**config.mk**
```make
export PLATFORM = sky130hd
export DESIGN_NAME = sdm_adc_multi_flat
export DESIGN_NICKNAME = d
export VERILOG_FILES = /design/src/rtl/sdm_adc_multi_if.sv /design/src/rtl/sdm_adc_multi.sv /design/src/flat_wrapper.sv
export SDC_FILE = /design/constraint.sdc
export NUM_CORES = 1
export LEC_CHECK = 0
export CAP_MARGIN = 20
export CELL_PAD_IN_SITES_DETAIL_PLACEMENT = 1
export CELL_PAD_IN_SITES_GLOBAL_PLACEMENT = 1
export CORE_MARGIN = 5
export CORE_UTILIZATION = 51
export CTS_CLUSTER_DIAMETER = 30
export DETAILED_ROUTE_END_ITERATION = 6
export DONT_BUFFER_PORTS = 1
export PLACE_DENSITY = 0.88
export SLEW_MARGIN = 30
export SYNTH_ARGS = -nofsm -noshare
export SYNTH_HDL_FRONTEND = slang
export SYNTH_SLANG_ARGS = --single-unit
```
**constraint.sdc**
```tcl
create_clock -name clk -period 8.8 [get_ports clk]
set_clock_uncertainty 0.2 [all_clocks]
set_input_delay 0.88 -clock clk [delete_from_list [all_inputs] [get_ports clk]]
set_output_delay 0.88 -clock clk [all_outputs]
set_load 0.03 [all_outputs]
```
**src/rtl/sdm_adc_multi_if.sv**
```systemverilog
// Stream bundle of the multi-channel SDM front end: per-channel SDM bits in,
// channel-tagged PCM samples out over valid/ready.
interface sdm_adc_multi_if #(
    parameter int NCH   = 2,
    parameter int OUT_W = 16,
    parameter int CHW   = (NCH > 1) ? $clog2(NCH) : 1
);
    logic                    valid_in;
    logic [NCH-1:0]          din;
    logic                    ready_in;
    logic                    valid_out;
    logic signed [OUT_W-1:0] dout;
    logic [CHW-1:0]          dout_ch;

    modport slave  (input valid_in, din, ready_in, output valid_out, dout, dout_ch);
    modport master (output valid_in, din, ready_in, input valid_out, dout, dout_ch);
endinterface

```
**src/rtl/sdm_adc_multi.sv**
```systemverilog
// Multi-channel SDM-to-PCM front end: per-channel CIC integrators, one shared comb datapath
// walked channel by channel, saturating scaler and a channel-tagged output FIFO.
module sdm_adc_multi #(
    parameter int NCH        = 2,
    parameter int ORDER      = 3,
    parameter int LOG2R      = 5,
    parameter int OUT_W      = 16,
    parameter int FIFO_DEPTH = 4
) (
    input  logic           clk,
    input  logic           reset,
    sdm_adc_multi_if.slave bus,
    input  logic           ovr_clr,
    output logic           overrun
);
    localparam int ACC_W = ORDER * LOG2R + 32'sd2;
    localparam int R     = 32'sd1 << LOG2R;
    localparam int SHIFT = ORDER * LOG2R - OUT_W + 32'sd1;
    localparam int CHW   = (NCH > 32'sd1) ? $clog2(NCH) : 32'sd1;
    localparam int AW    = $clog2(FIFO_DEPTH);
    localparam int WW    = $clog2(ORDER + 32'sd1);

    localparam logic signed [ACC_W-1:0] STEP_P = {{(ACC_W-1){1'b0}}, 1'b1};
    localparam logic signed [ACC_W-1:0] STEP_N = {ACC_W{1'b1}};
    localparam logic signed [ACC_W-1:0] SAT_HI = {{(ACC_W-OUT_W+1){1'b0}}, {(OUT_W-1){1'b1}}};
    localparam logic signed [ACC_W-1:0] SAT_LO = {{(ACC_W-OUT_W+1){1'b1}}, {(OUT_W-1){1'b0}}};

    if (R < NCH + 32'sd2) begin : g_chk_ratio
        $error("sdm_adc_multi: decimation ratio must be at least NCH+2");
    end
    if (ORDER * LOG2R < OUT_W - 32'sd1) begin : g_chk_width
        $error("sdm_adc_multi: ORDER*LOG2R must be at least OUT_W-1");
    end
    if (FIFO_DEPTH < 32'sd2 || (FIFO_DEPTH & (FIFO_DEPTH - 32'sd1)) != 32'sd0) begin : g_chk_depth
        $error("sdm_adc_multi: FIFO_DEPTH must be a power of two >= 2");
    end

    function automatic logic signed [OUT_W-1:0] scale_sat(input logic signed [ACC_W-1:0] y);
        logic signed [ACC_W-1:0] sh;
        sh = y >>> SHIFT;
        if (sh > SAT_HI) begin
            scale_sat = SAT_HI[OUT_W-1:0];
        end else if (sh < SAT_LO) begin
            scale_sat = SAT_LO[OUT_W-1:0];
        end else begin
            scale_sat = sh[OUT_W-1:0];
        end
    endfunction

    typedef enum logic [0:0] {ST_IDLE = 1'b0, ST_COMB = 1'b1} state_t;

    logic signed [ACC_W-1:0] integ_r     [NCH][ORDER];
    logic signed [ACC_W-1:0] integ_nxt_s [NCH][ORDER];
    logic signed [ACC_W-1:0] snap_r      [NCH];
    logic signed [ACC_W-1:0] cdly_r      [NCH][ORDER];
    logic signed [ACC_W-1:0] comb_in_s   [ORDER];
    logic signed [ACC_W-1:0] comb_y_s;
    logic [LOG2R-1:0]        dec_cnt_r;
    logic                    snap_pend_r;
    state_t                  state_r;
    logic [CHW-1:0]          ch_r;
    logic [WW-1:0]           warm_r;

    logic signed [OUT_W-1:0] mem_r    [FIFO_DEPTH];
    logic [CHW-1:0]          mem_ch_r [FIFO_DEPTH];
    logic [AW-1:0]           wr_ptr_r, rd_ptr_r;
    logic [AW:0]             fifo_cnt_r, occ_s;
    logic                    valid_out_r, overrun_r;
    logic signed [OUT_W-1:0] dout_r;
    logic [CHW-1:0]          dout_ch_r;
    logic                    push_s, full_s, push_ok_s, drop_s, load_s;
    logic signed [OUT_W-1:0] push_data_s;

    // Integrator chain: each stage adds the already-updated value of the stage before it.
    always_comb begin
        logic signed [ACC_W-1:0] acc_v;
        for (int c = 0; c < NCH; c++) begin
            acc_v = integ_r[c][0] + (bus.din[c] ? STEP_P : STEP_N);
            integ_nxt_s[c][0] = acc_v;
            for (int s = 1; s < ORDER; s++) begin
                acc_v = integ_r[c][s] + acc_v;
                integ_nxt_s[c][s] = acc_v;
            end
        end
    end

    // Integrators, decimation counter and snapshot bank advance only on accepted SDM bits.
    always_ff @(posedge clk) begin
        if (reset) begin
            dec_cnt_r   <= '0;
            snap_pend_r <= 1'b0;
            for (int c = 0; c < NCH; c++) begin
                snap_r[c] <= '0;
                for (int s = 0; s < ORDER; s++) integ_r[c][s] <= '0;
            end
        end else begin
            snap_pend_r <= bus.valid_in && (&dec_cnt_r);
            if (bus.valid_in) begin
                dec_cnt_r <= dec_cnt_r + LOG2R'(1'b1);
                integ_r   <= integ_nxt_s;
                if (&dec_cnt_r) begin
                    for (int c = 0; c < NCH; c++) snap_r[c] <= integ_nxt_s[c][ORDER-1];
                end
            end
        end
    end

    // Shared comb cascade for the channel the sequencer is visiting.
    always_comb begin
        logic signed [ACC_W-1:0] acc_v;
        acc_v = snap_r[ch_r];
        for (int s = 0; s < ORDER; s++) begin
            comb_in_s[s] = acc_v;
            acc_v = acc_v - cdly_r[ch_r][s];
        end
        comb_y_s = acc_v;
    end

    assign push_s      = (state_r == ST_COMB) && (warm_r == '0);
    assign push_data_s = scale_sat(comb_y_s);

    // Frame sequencer: one channel per cycle, comb delay update and warm-up countdown.
    always_ff @(posedge clk) begin
        if (reset) begin
            state_r <= ST_IDLE;
            ch_r    <= '0;
            warm_r  <= WW'(ORDER);
            for (int c = 0; c < NCH; c++) begin
                for (int s = 0; s < ORDER; s++) cdly_r[c][s] <= '0;
            end
        end else begin
            case (state_r)
                ST_IDLE: begin
                    if (snap_pend_r) begin
                        state_r <= ST_COMB;
                        ch_r    <= '0;
                    end
                end
                ST_COMB: begin
                    for (int s = 0; s < ORDER; s++) cdly_r[ch_r][s] <= comb_in_s[s];
                    if (ch_r == CHW'(NCH - 1)) begin
                        state_r <= ST_IDLE;
                        ch_r    <= '0;
                        if (warm_r != '0) warm_r <= warm_r - WW'(1'b1);
                    end else begin
                        ch_r <= ch_r + CHW'(1'b1);
                    end
                end
                default: begin
                    state_r <= ST_IDLE;
                    ch_r    <= '0;
                end
            endcase
        end
    end

    // Occupancy includes the output register, so a pop frees room for a same-cycle push.
    assign occ_s     = fifo_cnt_r + {{AW{1'b0}}, valid_out_r};
    assign full_s    = (occ_s == (AW + 1)'(FIFO_DEPTH)) && !(valid_out_r && bus.ready_in);
    assign push_ok_s = push_s && !full_s;
    assign drop_s    = push_s && full_s;
    assign load_s    = (fifo_cnt_r != '0) && (!valid_out_r || bus.ready_in);

    // FIFO storage array.
    always_ff @(posedge clk) begin
        if (push_ok_s) begin
            mem_r[wr_ptr_r]    <= push_data_s;
            mem_ch_r[wr_ptr_r] <= ch_r;
        end
    end

    // FIFO pointers, registered output stage and sticky overrun flag.
    always_ff @(posedge clk) begin
        if (reset) begin
            wr_ptr_r    <= '0;
            rd_ptr_r    <= '0;
            fifo_cnt_r  <= '0;
            valid_out_r <= 1'b0;
            dout_r      <= '0;
            dout_ch_r   <= '0;
            overrun_r   <= 1'b0;
        end else begin
            if (push_ok_s) wr_ptr_r <= wr_ptr_r + AW'(1'b1);
            if (load_s) begin
                rd_ptr_r    <= rd_ptr_r + AW'(1'b1);
                valid_out_r <= 1'b1;
                dout_r      <= mem_r[rd_ptr_r];
                dout_ch_r   <= mem_ch_r[rd_ptr_r];
            end else if (bus.ready_in) begin
                valid_out_r <= 1'b0;
            end
            case ({push_ok_s, load_s})
                2'b10:   fifo_cnt_r <= fifo_cnt_r + (AW + 1)'(1'b1);
                2'b01:   fifo_cnt_r <= fifo_cnt_r - (AW + 1)'(1'b1);
                default: fifo_cnt_r <= fifo_cnt_r;
            endcase
            if (drop_s) begin
                overrun_r <= 1'b1;
            end else if (ovr_clr) begin
                overrun_r <= 1'b0;
            end
        end
    end

    assign bus.valid_out = valid_out_r;
    assign bus.dout      = dout_r;
    assign bus.dout_ch   = dout_ch_r;
    assign overrun       = overrun_r;
endmodule

```
**src/flat_wrapper.sv**
```systemverilog
// flat-port wrapper written by rule: the top's interface ports become plain ports
module sdm_adc_multi_flat 
#(
    parameter int NCH        = 2,
    parameter int ORDER      = 3,
    parameter int LOG2R      = 5,
    parameter int OUT_W      = 16,
    parameter int FIFO_DEPTH = 4
)
  (clk, reset, ovr_clr, overrun, bus_valid_in, bus_din, bus_ready_in, bus_valid_out, bus_dout, bus_dout_ch);
  sdm_adc_multi_if #(.NCH(NCH), .OUT_W(OUT_W)) bus_i ();
  input  logic clk;
  input  logic reset;
  input  logic ovr_clr;
  output logic overrun;
  input wire logic [$bits(bus_i.valid_in)-1:0] bus_valid_in;
  input wire logic [$bits(bus_i.din)-1:0] bus_din;
  input wire logic [$bits(bus_i.ready_in)-1:0] bus_ready_in;
  output wire logic [$bits(bus_i.valid_out)-1:0] bus_valid_out;
  output wire logic [$bits(bus_i.dout)-1:0] bus_dout;
  output wire logic [$bits(bus_i.dout_ch)-1:0] bus_dout_ch;
  assign bus_i.valid_in = bus_valid_in;
  assign bus_i.din = bus_din;
  assign bus_i.ready_in = bus_ready_in;
  assign bus_valid_out = bus_i.valid_out;
  assign bus_dout = bus_i.dout;
  assign bus_dout_ch = bus_i.dout_ch;
  sdm_adc_multi #(.NCH(NCH), .ORDER(ORDER), .LOG2R(LOG2R), .OUT_W(OUT_W), .FIFO_DEPTH(FIFO_DEPTH)) u_core (.clk(clk), .reset(reset), .bus(bus_i), .ovr_clr(ovr_clr), .overrun(overrun));
endmodule
```
* Yosys cells after proc, flatten, opt, wreduce, memory -nomap -nowiden
Memory sizes are Yosys's and may differ from the RTL's. A register that Yosys moved wholly into a read port is not among the register bits.
Cells that the tools add are included.
** Cells by class
- Add/sub/neg operators :: 17
- Order comparisons :: 2
- Equality and inequality tests :: 4
- Mux-type cells :: 35
- Bitwise logic cells :: 3
- Reductions and logical operators :: 20
** Operator list (count)
- $add 17x17->17 :: 6
- $mux 17 :: 4
- $mux 51 :: 1
- $reduce_or 51->1 :: 1
- $sub 17x17->17 :: 3
- $mux 16 :: 2
- $mux 1 :: 25
- $gt 17x16->1 const B :: 1
- $lt 17x16->1 const B :: 1
- $reduce_bool 2->1 :: 4
- $logic_and 1x1->1 :: 7
- $pmux 3 s2 :: 1
- $add 5x1->5 const B :: 1
- $reduce_and 5->1 :: 1
- $add 2x1->2 const B :: 2
- $pmux 1 s2 :: 2
- $add 3x1->3 :: 1
- $add 3x1->3 const B :: 1
- $eq 3x3->1 const B :: 1
- $logic_not 1->1 :: 3
- $reduce_and 3->1 :: 1
- $reduce_bool 3->1 :: 1
- $sub 3x1->3 const B :: 1
- $eq 2x1->1 const B :: 1
- 8 further kinds :: 9
** Word-level totals
- Register bits after elaboration :: 121
- RAM bits :: 204
- Bits of input ports :: 7
- Output and inout bits :: 19
- Logic and storage cells :: 101
- Memories kept :: 4
** Memories
- u_core.cdly_r :: depth 2, bits a word 51, read ports 1, clocked after Yosys merged registers in 1, wr ports 2, RTL line sdm_adc_multi.sv:55 : logic signed [ACC_W-1:0] cdly_r [NCH][ORDER];
- u_core.mem_r :: depth 4, bits a word 16, read ports 1, clocked after Yosys merged registers in 1, wr ports 1, RTL line sdm_adc_multi.sv:64 : logic signed [OUT_W-1:0] mem_r [FIFO_DEPTH];
- u_core.snap_r :: depth 2, bits a word 17, read ports 1, clocked after Yosys merged registers in 1, wr ports 2, RTL line sdm_adc_multi.sv:54 : logic signed [ACC_W-1:0] snap_r [NCH];
- u_core.mem_ch_r :: depth 4, bits a word 1, read ports 1, clocked after Yosys merged registers in 1, wr ports 1, RTL line sdm_adc_multi.sv:65 : logic [CHW-1:0] mem_ch_r [FIFO_DEPTH];

* Logic depth before layout (Yosys ltp)
Gate-level depths: netlist of the first run.
- Word-level depth :: 7
- Mapped depth :: 36
- Gate-level depth less buffers :: 31

* Worst setup path after synthesis of the first run
Ideal clock, no wire load.
- Kind :: register to register
- From :: reg (tool-made name)
- To :: mem u_core.mem_r[0][10], data pin
- Library setup time :: 268 ps
- Arrival time :: 6647 ps
- Data required time :: 8332 ps
- Slack :: 1685 ps
- Cell stages (with the launch flop) :: 37
- Buffers on the path :: 5
- Period minus slack after synthesis :: 7115 ps
- Cell sequence :: dfxtp_1 buf_2 buf_2 buf_1 mux2i_1 inv_1 ha_1 nor2b_1 o21ai_0 a21boi_0 o21ai_0 a21boi_0 o21a_1 o21a_1 o21a_1 o21ai_0 inv_1 ha_1 buf_4 a21oi_1 and2_1 nand2_1 a21oi_1 o21bai_1 a21oi_1 xor2_1 inv_1 ha_1 a21o_1 nand2_1 nand2_1 a21oi_1 o21ai_0 nor3_2 xnor2_2 buf_4 maj3_2
** RTL lines (RTL line)
- end: declaration :: sdm_adc_multi.sv:64

==> qor.yml, run 1 <==
status:
  outcome: "complete, no violations"
place:
  hpwlAfterDp_um: 36410
  pre_cts_ws_ps: 930.2
  gp_congestion: 0.8202
  io_buffers: 0
cts:
  cts_buffers: 85
  clk_latency_ps: 640
  ctsHtreeMaxLevel: 3
  clockRootBuffer: "clkbuf_16"
  clkSinkCount: 343
  cts_tree: "done"
  cts_buffer_depth: 3
  cts_hold_buffers: 0
  clk_pin_slew_ps: 60
synthesis:
  yosysSeqAreaShare_pct: 43.82
  synth_area_sq_um: 20330
  avgSynthCellArea_sq_um: 10.16
  ys_types: 88
  yosys_warnings: 0
  synthCells: 2000
  synth_edf_count: 204
  synthFlopType: "edfxtp_1"
  ys_ff_latch: 343
  synth_nets: 2168
  async_flop_share_pct: 0
global_routing:
  grt_overflow: 0
  grt_pass1_vias: 18644
  grtUsageTotal_pct: 30.65
  grt_max_degree: 137
  grt_first_pass_wirelength_um: 107700
  antenna_found_initial: 1
min_path:
  hold_depth: 1
  min_from: "reset"
  min_path_type: "in2reg"
  hold_end: "u_core.wr_ptr_r[0]"
setup_path:
  reg2reg_slack_ps: 150
  worst_path_max_delay_cell: "maj3_1"
  max_stage_delay_ps: 520
  cpLargestDelayFamily: "compound AO/OA/AOI/OAI gates"
  crit_buf_inv: 4
  critPathLaunchType: "flip-flop"
  reg2reg_depth: 31
  cp_data_arrival_time_ps: 8790
  required_ps: 8930
  crit_type: "reg2reg"
  crit_fanout: 16
  r2r-end: "u_core.mem_r[3][3]"
  cp-end-kind: "flip-flop"
  cpMostUsedCell: "a21oi_1"
power:
  leakagePower_nw: 9.813
  power_density_nw_per_um2: 408.7
  vdd.ir_drop.worst_mv: 0.2352
timing:
  fin_ws_ps: 145.1
  tightest_slew_ps: 1021
  fin_crit_sh_pct: 98.35
  min_period_ps: 8655
  slew_viol_final: 0
  setup-violations-final: 0
  fmax_mhz: 115.5
  hold_viol: 0
  max_slew_margin_pct: 31.87
  fin_hold_ws_ps: 114.1
die:
  die_area_sq_um: 43960
  coreArea_sq_um: 39550
  io_pins: 26
  row_count: 73
  die_h_um: 209.7
  die_x_um: 209.7
  start_util_pct: 51.40
drt:
  wl_per_cell_um: 26.46
  dr.pass1.iters: 6
  dr.first_iter.drc_count: 1418
  ant_nets: 0
  wl_um: 69580
  vias_per_cell: 6.416
  drcViolationCount: 0
  vias: 16867
layout:
  area_growth_pct: 17.78
  fin_nets: 2199
  drive_above_1_share_pct: 11.98
job:
  drv_cap: 0
-- layout make-up --
type                       instances  area, sq um
antenna                            1        2.502
clock buffer                     111         2386
clock inverter                    48        693.2
fill                            4109        15610
inverter                         110        412.9
multi-input combinational       1474        10730
sequential                       343         8912
tap                              525        656.9
timing repair buffer              17        151.4
-- stage by stage --
step                      total power [W]  std cells  utilization (%)  TNS [ps]  area [sq um]
after floorplan                  0.005075       2000                -         0         20330
after global placement           0.005641       2463            52.54         0         20780
after detailed placement         0.005948       2463            52.57         0         20790
after CTS                        0.009700       2622            60.36         0         23870
after global routing              0.01021       2628            60.54    -359.3         23940
final                            0.009787       2629            60.54         0         23940
-- timing repair --
item / CTS / global route
resized for setup: 0 / 1
setup buffers: 0 / 5
endpoints found under the setup margin: 0 / 64
-- sequential cells by signal (all words and copies together), names as in the netlist, named ones only --
signal / cells
u_core.overrun: 1
u_core.cdly_r: 102
u_core.snap_r: 34
u_core.mem_r: 64
u_core.dec_cnt_r: 5
u_core.bus.dout: 16
u_core.ch_r: 1
u_core.mem_ch_r: 4
u_core.warm_r: 2
u_core.bus.dout_ch: 1
u_core.snap_pend_r: 1
u_core.integ_r: 102
u_core.fifo_cnt_r: 3
u_core.state_r: 1
u_core.bus.valid_out: 1
u_core.wr_ptr_r: 2
u_core.rd_ptr_r: 2
-- worst reg2reg max path, delay by kind of cell, from the launching register on --
kind	cells	cell delay, ps
xor gates and xnor gates	2	620
DFF	1	430
adders and majority gates	4	1780
buffers and inverters	4	500
muxes	1	390
AOI/OAI and AO/OA	15	3350
and+or+nand+nor	5	1120
-- worst max-delay path by stage --
stage | startpoint | endpoint | slack (ps) | depth (start not counted)
2_1_floorplan | flip-flop | u_core.mem_r[0][10] | 1680 | 36
3_3_place_gp | flip-flop | u_core.mem_r[0][2] | 1350 | 31
3_5_place_dp | flip-flop | u_core.mem_r[1][3] | 930 | 31
4_1_cts | flip-flop | u_core.mem_r[3][3] | 100 | 31
5_1_grt | flip-flop | u_core.mem_r[3][3] | -60 | 31
6_report | flip-flop | u_core.mem_r[3][3] | 150 | 31
-- cell usage in the layout (no fill, tap or decap), types with 11 or more instances in the layout --
cell type  synthesis  final
a211oi_1          30     30
nor2b_1           12     12
buf_4              3     15
xor2_1            43     43
o21ai_0           68     67
nor3_1            46     46
o21a_1            25     25
nand2_1          124    123
mux4_2            17     17
bufinv_16          0     13
or3_1             14     14
dfxtp_1          139    138
nor2_1           267    267
and2_1            37     35
o21bai_1          13     13
a21oi_1          100    100
xnor2_1           69     69
nand3_1           33     33
inv_1            108    108
nand2b_1          20     20
clkbuf_1          43     11
o211ai_1          15     15
clkbuf_8           0     14
nand4_1           12     12
a31oi_1           14     14
ha_1             151    151
edfxtp_1         204    204
a21o_1            31     30
and3_1            25     25
clkbuf_16          0     86
or2_2             15     15
maj3_2            13     13
mux2i_1          126    126
-- layer usage --
metal  share of wire, %  track usage, %  up-vias  wire [um]
met2                 52           55.90      784      36400
met5                  0               0        -          0
met3                5.1           6.218      325       3538
met4                6.8           18.18        0       4745
li1                   -               -     7364          -
met1                 36           32.58     8394      24890
-- cell usage after synthesis, types with 10 or more instances --
| cell type | count | area, sq um |
|---|---|---|
| o21bai_1 | 13 | 97.59 |
| buf_1 | 23 | 86.33 |
| dfxtp_1 | 139 | 2783 |
| a211oi_1 | 30 | 225.2 |
| nor3_1 | 46 | 230.2 |
| nand3_1 | 33 | 165.2 |
| nor2b_1 | 12 | 75.07 |
| a21oi_1 | 100 | 500.5 |
| xor2_1 | 43 | 376.6 |
| a21o_1 | 31 | 232.7 |
| or3_1 | 14 | 87.58 |
| nor2_1 | 267 | 1002 |
| inv_1 | 108 | 405.4 |
| xnor2_1 | 69 | 604.3 |
| and3_1 | 25 | 156.4 |
| and2_1 | 37 | 231.5 |
| edfxtp_1 | 204 | 6126 |
| a21boi_0 | 10 | 75.07 |
| fa_1 | 10 | 200.2 |
| maj3_2 | 13 | 146.4 |
| a31oi_1 | 14 | 87.58 |
| nand2b_1 | 20 | 125.1 |
| clkbuf_1 | 43 | 161.4 |
| nor4_1 | 10 | 62.56 |
| o211ai_1 | 15 | 112.6 |
| nand2_1 | 124 | 465.5 |
| o21a_1 | 25 | 187.7 |
| mux4_2 | 17 | 382.9 |
| nand4_1 | 12 | 75.07 |
| ha_1 | 151 | 1889 |
| or2_2 | 15 | 93.84 |
| o21ai_0 | 68 | 340.3 |
| mux2i_1 | 126 | 1261 |
-- power by group --
part	total, W	switching (W)	internal [W]
Clock	0.00342	0.00112	0.00230
Combinational	0.00411	0.00260	0.00151
Sequential	0.00226	0.000225	0.00204
-- kinds of logic after synthesis --
kind of cell             share of synthesized area [%]
AND/OR/NAND/NOR                                  14.37
XOR/XNOR                                         5.219
multiplexers                                     8.419
flip-flops                                       43.82
adder cells (fa/ha/maj)                          11.15
AO/OA/AOI/OAI                                    13.53
buffers and inverters                            3.490
(Power assumes the default switching activity.)
==> inputs of run 2 (changes only) <==
--- a/config.mk
+++ b/config.mk
@@ -5,15 +5,16 @@
 export SDC_FILE = /design/constraint.sdc
 export NUM_CORES = 1
 export LEC_CHECK = 0
+export ABC_AREA = 1
 export CAP_MARGIN = 20
 export CELL_PAD_IN_SITES_DETAIL_PLACEMENT = 1
 export CELL_PAD_IN_SITES_GLOBAL_PLACEMENT = 1
 export CORE_MARGIN = 5
-export CORE_UTILIZATION = 51
+export CORE_UTILIZATION = 50
 export CTS_CLUSTER_DIAMETER = 30
 export DETAILED_ROUTE_END_ITERATION = 6
 export DONT_BUFFER_PORTS = 1
-export PLACE_DENSITY = 0.88
+export PLACE_DENSITY = 0.89
 export SLEW_MARGIN = 30
 export SYNTH_ARGS = -nofsm -noshare
 export SYNTH_HDL_FRONTEND = slang
==> qor.yml, run 2 <==
status:
  outcome: "complete, no violations"
setup_path:
  crit_fanout: 46
  cpMostUsedCell: "nand2_1"
  worst_path_max_delay_cell: "dfxtp_4"
  cp-end-kind: "flip-flop"
  reg2reg_depth: 32
  critPathLaunchType: "flip-flop"
  crit_type: "reg2reg"
  r2r-end: "u_core.mem_r[3][12]"
  required_ps: 8910
  max_stage_delay_ps: 740
  cp_data_arrival_time_ps: 7530
  cpLargestDelayFamily: "simple AND/OR/NAND/NOR gates"
  reg2reg_slack_ps: 1390
  crit_buf_inv: 2
power:
  leakagePower_nw: 10.75
  power_density_nw_per_um2: 401.2
  power_frac_clock_pct: 35.0
  vdd.ir_drop.worst_mv: 0.2549
  switching_power_w: 0.003965
  p_int_w: 0.005345
  p_comb_share_pct: 40.8
  p_sw_share_pct: 42.59
  seqPwrFrac_pct: 24.2
min_path:
  hold_end: "u_core.overrun"
  hold_depth: 1
  min_path_type: "in2reg"
  min_from: "reset"
drt:
  dr.pass1.iters: 6
  wl_um: 72150
  wl_per_cell_um: 24.59
  drcViolationCount: 0
  vias_per_cell: 6.080
  ant_nets: 0
  dr.first_iter.drc_count: 1500
  vias: 17838
layout:
  diodes: 0
  drive_above_1_share_pct: 8.717
  layout_commonest_cell: "nor2_1"
  area_growth_pct: 16.70
  final_util_pct: 58.67
  instances_no_fill: 2934
  top_regs: "u_core.cdly_r (102), u_core.integ_r (102), u_core.mem_r (64)"
  layout_common_cells: "nor2_1, inv_1, nand2_1, edfxtp_1, o21ai_0"
  fin_nets: 2514
job:
  drv_cap: 0
synthesis:
  synthCells: 2331
  ys_ff_latch: 343
  synth_top_area_cell: "edfxtp_1"
  synth_edf_count: 204
  synthFlopType: "edfxtp_1"
  synth_top_area_share_pct: 30.81
  avgSynthCellArea_sq_um: 8.530
  ys_top_cells_by_area: "edfxtp_1, dfxtp_1, ha_1, nor2_1, inv_1"
  synth_nets: 2499
  async_flop_share_pct: 0
  ys_types: 52
  synth_area_sq_um: 19880
  ys_top_cells_by_count: "nor2_1, inv_1, nand2_1"
  synth_most_common_cell: "nor2_1"
  yosysSeqAreaShare_pct: 44.80
  yosys_warnings: 0
cts:
  clkSinkCount: 343
  cts_resized: 0
  ctsHtreeMaxLevel: 3
  cts_setup_buffers: 0
  cts_tree: "done"
  cts_hold_buffers: 0
  cts_buffer_depth: 3
  cts_buffers: 78
  clk_pin_slew_ps: 60
  clk_latency_ps: 620
  clockRootBuffer: "clkbuf_16"
timing:
  final.setup.tns_ps: 0
  setup-violations-final: 0
  min_period_ps: 7414
  max_slew_margin_pct: 34.60
  hold_viol: 0
  slew_viol_final: 0
  fin_crit_sh_pct: 84.25
  fmax_mhz: 134.9
  tightest_slew_ps: 974.9
  fin_ws_ps: 1386
  rsz0062_at_grt: "false"
die:
  die_h_um: 209.4
  io_pins: 26
  row_count: 73
  die_area_sq_um: 43860
  coreArea_sq_um: 39550
  start_util_pct: 50.28
  die_x_um: 209.4
place:
  pre_cts_ws_ps: 2352
  place_inst: 2791
  io_buffers: 0
  gp_congestion: 0.8751
  hpwlAfterDp_um: 36110
global_routing:
  antenna_found_initial: 0
  grt_overflow: 0
  grt_first_pass_wirelength_um: 113200
  grt_pass1_vias: 20113
  grtUsageTotal_pct: 32.29
  grt_max_degree: 145
## run 2: worst max-delay path by stage
stage | slack [ps] | cells after the start | start | end
2_1_floorplan | 3090 | 37 | flip-flop | u_core.mem_r[0][14]
3_3_place_gp | 2850 | 33 | flip-flop | u_core.mem_r[0][8]
3_5_place_dp | 2350 | 33 | flip-flop | u_core.mem_r[3][2]
4_1_cts | 1550 | 32 | flip-flop | u_core.mem_r[3][12]
5_1_grt | 1100 | 32 | flip-flop | u_core.mem_r[3][12]
6_report | 1390 | 32 | flip-flop | u_core.mem_r[3][12]
## run 2: area by class of cell
type / instances / area (sq um)
Multi-Input combinational cell: 1580 / 9437
Clock buffer: 89 / 2066
Inverter: 330 / 1239
Sequential cell: 343 / 8912
Tap cell: 525 / 656.9
Fill cell: 4491 / 16340
Timing Repair Buffer: 13 / 97.59
Clock inverter: 54 / 797.0
## run 2: logic make-up after synthesis
| kind of cell | after synthesis | share of synthesized area [%] |
|---|---|---|
| compound gates | 454 | 12.60 |
| mux | 45 | 2.372 |
| fa+ha+maj | 161 | 10.51 |
| simple gates | 804 | 16.75 |
| buf+inv | 408 | 7.815 |
| xor+xnor | 116 | 5.147 |
| flops | 343 | 44.80 |
## run 2: layer usage
layer  share of wire (%)  vias to the layer above  routed length, um  track usage, %
met3                 5.1                      335               3701           5.262
met4                 6.6                        0               4763           19.71
li1                    -                     7767                  -               -
met2                  52                      888              37420           59.16
met5                   0                        -                  0               0
met1                  36                     8848              26260           34.69
## run 2: power groups by stage
stage / sequential [W] / clock (W) / combinational (W)
2_1_floorplan: 0.00220 / 0 / 0.00249
3_3_place_gp: 0.00224 / 0 / 0.00299
3_5_place_dp: 0.00226 / 0 / 0.00326
4_1_cts: 0.00225 / 0.00326 / 0.00369
5_1_grt: 0.00226 / 0.00334 / 0.00406
6_report: 0.00226 / 0.00326 / 0.00380
## run 2: stage by stage
| stage | total power [W] | cell area [sq um] | hold slack, ps |
|---|---|---|---|
| final | 0.009310 | 23200 | 142.1 |
| after global routing | 0.009667 | 23200 | 134.9 |
| after CTS | 0.009201 | 23200 | 133.1 |
| after detailed placement | 0.005517 | 20340 | 276.3 |
| after global placement | 0.005228 | 20340 | 244.3 |
| after floorplan | 0.004696 | 19880 | 236.6 |
